### config.mk
export PLATFORM = sky130hd
export DESIGN_NAME = fetch_phase
export DESIGN_NICKNAME = d
export VERILOG_FILES = /design/src/rtl/fetch_phase.sv
export SDC_FILE = /design/constraint.sdc
export NUM_CORES = 1
export LEC_CHECK = 0
export ABC_AREA = 1
export BUFFER_PORTS_ARGS = -buffer_cell sky130_fd_sc_hd__buf_2
export CORE_MARGIN = 10
export CORE_UTILIZATION = 30
export CTS_CLUSTER_DIAMETER = 80
export DETAILED_ROUTE_END_ITERATION = 7
export GPL_ROUTABILITY_DRIVEN = 0
export PLACE_DENSITY = 0.6
export SKIP_CTS_REPAIR_TIMING = 1
export SYNTH_ARGS = -nofsm -noshare
export SYNTH_HDL_FRONTEND = slang
export SYNTH_SLANG_ARGS = --single-unit
### constraint.sdc
create_clock -name clk -period 1.8 [get_ports clk]
set_input_delay 0.18 -clock clk [delete_from_list [all_inputs] [get_ports clk]]
set_output_delay 0.18 -clock clk [all_outputs]
set_load 0.02 [all_outputs]
### src/rtl/fetch_phase.sv
// Instruction-fetch stage: drives instruction memory with the issued PC,
// tracks in-flight read validity across the fixed memory latency, pairs each
// returning word with its PC in one output register, and raises stall_pc when
// decode refuses the held instruction (in-flight reads are then dropped and
// the PC unit replays them). flush drops all work and wins over everything.
module fetch_phase #(
    parameter int LOAD_LATENCY = 1,
    parameter int ADDR_W       = 32,
    parameter int INST_W       = 64
) (
    input  logic              clk,
    input  logic              rstn,
    input  logic [ADDR_W-1:0] pc_to_mem,
    input  logic [ADDR_W-1:0] pc_to_fet,
    input  logic              flush,
    output logic [ADDR_W-1:0] mem_addr,
    input  logic [INST_W-1:0] mem_rdata,
    input  logic              de_ready,
    output logic              fd_valid,
    output logic [ADDR_W-1:0] fd_pc,
    output logic [INST_W-1:0] fd_inst,
    output logic              stall_pc,
    output logic [31:0]       perf_fetched,
    output logic [31:0]       perf_replays
);

    // vq_q[i] marks the read issued i+1 cycles ago as one decode should see
    logic [LOAD_LATENCY-1:0] vq_q, vq_d;
    logic                    fd_valid_q, fd_valid_d;
    logic [ADDR_W-1:0]       fd_pc_q, fd_pc_d;
    logic [INST_W-1:0]       fd_inst_q, fd_inst_d;
    logic                    stall_pc_q;
    logic [31:0]             perf_fetched_q, perf_fetched_d;
    logic [31:0]             perf_replays_q, perf_replays_d;

    logic stall;
    logic accept;
    logic stall_rise;

    // Handshake decode: stall only when a valid word is refused and no flush
    always_comb begin
        stall      = fd_valid_q & ~de_ready & ~flush;
        accept     = fd_valid_q & de_ready & ~flush;
        stall_rise = stall & ~stall_pc_q;
    end

    // Valid pipe: a stall or flush kills every in-flight read so it is replayed
    always_comb begin
        vq_d = vq_q;
        if (flush || stall) begin
            vq_d = '0;
        end else begin
            vq_d[0] = 1'b1;
            for (int i = 1; i < LOAD_LATENCY; i++) begin
                vq_d[i] = vq_q[i-1];
            end
        end
    end

    // Output register: PC and data captured every free cycle, even when invalid
    always_comb begin
        fd_valid_d = fd_valid_q;
        fd_pc_d    = fd_pc_q;
        fd_inst_d  = fd_inst_q;
        if (flush) begin
            fd_valid_d = 1'b0;
        end else if (!stall) begin
            fd_valid_d = vq_q[LOAD_LATENCY-1];
            fd_pc_d    = pc_to_fet;
            fd_inst_d  = mem_rdata;
        end
    end

    // Performance counters, free-running and wrapping
    always_comb begin
        perf_fetched_d = perf_fetched_q;
        perf_replays_d = perf_replays_q;
        if (accept) begin
            perf_fetched_d = perf_fetched_q + 32'd1;
        end
        if (stall_rise) begin
            perf_replays_d = perf_replays_q + 32'd1;
        end
    end

    // State registers with synchronous active-low reset
    always_ff @(posedge clk) begin
        if (!rstn) begin
            vq_q           <= '0;
            fd_valid_q     <= 1'b0;
            fd_pc_q        <= '0;
            fd_inst_q      <= '0;
            stall_pc_q     <= 1'b0;
            perf_fetched_q <= '0;
            perf_replays_q <= '0;
        end else begin
            vq_q           <= vq_d;
            fd_valid_q     <= fd_valid_d;
            fd_pc_q        <= fd_pc_d;
            fd_inst_q      <= fd_inst_d;
            stall_pc_q     <= stall;
            perf_fetched_q <= perf_fetched_d;
            perf_replays_q <= perf_replays_d;
        end
    end

    // Output drive; memory address is a straight pass-through of the issued PC
    always_comb begin
        mem_addr     = pc_to_mem;
        fd_valid     = fd_valid_q;
        fd_pc        = fd_pc_q;
        fd_inst      = fd_inst_q;
        stall_pc     = stall;
        perf_fetched = perf_fetched_q;
        perf_replays = perf_replays_q;
    end

endmodule

==> run metrics <==
Final Skew=0.0165 ns; failing checks=negative hold slack; Post-DP HPWL=16.9 mm; DRT iter0 DRCs=435; Avg Inst Size Synth=6.95 um^2; required time worst endpoint=2.13 ns; cells after synthesis=1,026; pin count of the biggest net entering global routing=145; max_slew headroom=56.4%; Die X=174 um; fraction of layout cells with a size suffix above 1=24.9%; drt via density=4.53; Combinational Power Share=11.7%; Fin Hold WS=-0.0228 ns; min Tclk post-route=1.62 ns; area added between synthesis and finish=37.9%; Net Count, Synth=1,160; flops & latches, synth=163; Initial Utilization=30.5%; Hold Crit Class=in2reg; Leakage=4.61 nW; vias in the first global route=7,030; Int Power=6.02 mW; CP Data Arrival Time=1.95 ns; Sw Pwr=2.45 mW; drt drc=0; Seq pwr share=45.3%; commonest non-fill, non-tap cells in the layout=307 x nor2_1, 260 x buf_2, 161 x dfxtp_1; total grt overflow=0; IO Pins=326; min-delay src=mem_rdata[5]; most common cell after layout, fill and taps aside=nor2_1; clock buffer depth=2; max frequency=0.618 GHz; max-slew violations=0; detailed-route via count=7,455; nets=1,449; pwr/cell area=861 nW/um^2; initial antenna violation count=0; CP startpoint=fd_valid; DP Area=8580 um^2; clk sink count=163; ant diodes=0; die height=174 um; Seq/Total Area, Yosys=45.8%; H-tree depth=4; critical path type=reg2reg; CP startpoint kind=register; Setup violations, final=0; Post-Route WL=24.0 mm; Worst Tran Pin Value=0.653 ns; critical-path maximum fanout=5; Peak VDD IR=501 uV; router iterations before antenna repair=5; All-Layer GR Usage=15.1%; TritonCTS clock tree=done; worst reg2reg startpoint=fd_valid; max_cap viols=0; CTS clock-pin slew for the worst setup and hold paths=0.08 ns; number of CTS-inserted buffers=17; synth warn=0; Final Hold Vio Count=13; clock network fraction of total power=43.0%; core area=23,400 um^2; Clock Latency Late Sink=0.43 ns; switching part of the total=28.9%; first-pass GRT wire length=37.6 mm; Distinct cells, synth=31; final instance area=9840 um^2; clock root buffer master=clkbuf_16; Buffers on Ports=261; fin crit share=89.9%; DRT antenna net count=0; status=complete, but fails checks; Mapped Area=7130 um^2; overall power=8.47 mW; Die ar.=30,300 um^2; wire length per cell=14.6 um; Cell Rows=56; Critical Path End Type=register
## path summary, 6_finish.rpt
kind / slack [ns] / end / depth (start not counted)
setup / recovery: 0.18 / perf_replays[21] / 8
hold / removal: -0.02 / fd_inst[5] / 3
hold reg to reg: 0.45 / fd_valid / 2
setup reg to reg: 0.18 / perf_replays[21] / 8
## metrics by stage
stage	cells	util (%)	setup TNS [ns]	setup slack [ns]	hold WS, ns
2_1_floorplan	1026	-	0	0.208	0.315
3_3_place_gp	1548	36.6	0	0.163	0.360
3_5_place_dp	1548	36.6	0	0.123	0.360
4_1_cts	1580	39.1	0	0.125	-0.0533
5_1_grt	1647	42.0	-0.00331	-0.00331	-0.0179
6_report	1647	42.0	0	0.182	-0.0228
## routing by layer
metal | vias to the layer above | GRT usage, % | wire [um]
met5 | - | 0 | 0
met4 | 0 | 4.81 | 405
met3 | 27 | 7.52 | 2220
met2 | 241 | 24.0 | 11100
met1 | 3380 | 17.5 | 10300
li1 | 3807 | - | -
## Yosys cell counts
cell,count,share of area (%)
nor2_1,307,16
dfxtp_1,163,46
nand2_1,139,7.3
o21ai_0,112,7.9
inv_1,87,4.6
nand3_1,41,2.9
buf_4,34,3.6
clkbuf_1,28,1.5
nand4_1,25,2.2
a21oi_1,23,1.6
nor3_1,12,0.84
o21ai_1,6,0.42
buf_2,5,0.35
inv_2,5,0.26
o21bai_1,5,0.53
nor2_4,4,0.63
nand3_2,3,0.42
nor2_2,3,0.26
xor2_1,3,0.37
a31oi_1,2,0.18
and2_1,2,0.18
buf_1,2,0.11
ha_1,2,0.35
nand2_2,2,0.18
nand3_4,2,0.49
nor3_2,2,0.28
nor3b_1,2,0.21
o21a_1,2,0.21
buf_6,1,0.16
clkinv_1,1,0.053
xnor2_1,1,0.12
## cell families after synthesis
family                     count (synthesis)  synth area share (%)
xor gates and xnor gates                   4                 0.491
AOI/OAI and AO/OA                        150                  10.8
adders and majority gates                  2                 0.351
buffers and inverters                    163                  10.6
and+or+nand+nor                          544                  32.0
DFF                                      163                  45.8
## cell type report
class / count / area (um^2)
Timing Repair Buffer: 340 / 2120
Clock inverter: 15 / 154
Tap cell: 319 / 399
Inverter: 93 / 349
Multi-Input combinational cell: 700 / 3130
Fill cell: 2447 / 13600
Clock buffer: 17 / 425
Sequential cell: 163 / 3270
## worst max-delay path: stages, from the launching register on
cell,delay [ns]
dfxtp_1,0.42
nand3_1,0.19
nor2_4,0.19
buf_4,0.16
nand3_2,0.10
nor2_1,0.23
nand3_1,0.12
nand2_1,0.08
nor2_1,0.04
## sequential cells by signal (all words and copies together) (netlist names)
register      cells
fd_valid          1
fd_pc            32
vq_q              1
fd_inst          64
perf_fetched     32
perf_replays     32
stall_pc_q        1
## power by group through the flow
stage	combinational, mW	sequential, mW	clock, mW
floorplan	0.396	4.11	0
global placement	0.877	3.91	0
detailed placement	0.882	3.91	0
CTS	0.883	3.84	3.77
global route	1.09	3.86	3.94
finish	0.988	3.84	3.64
(Power assumes the default switching activity.)
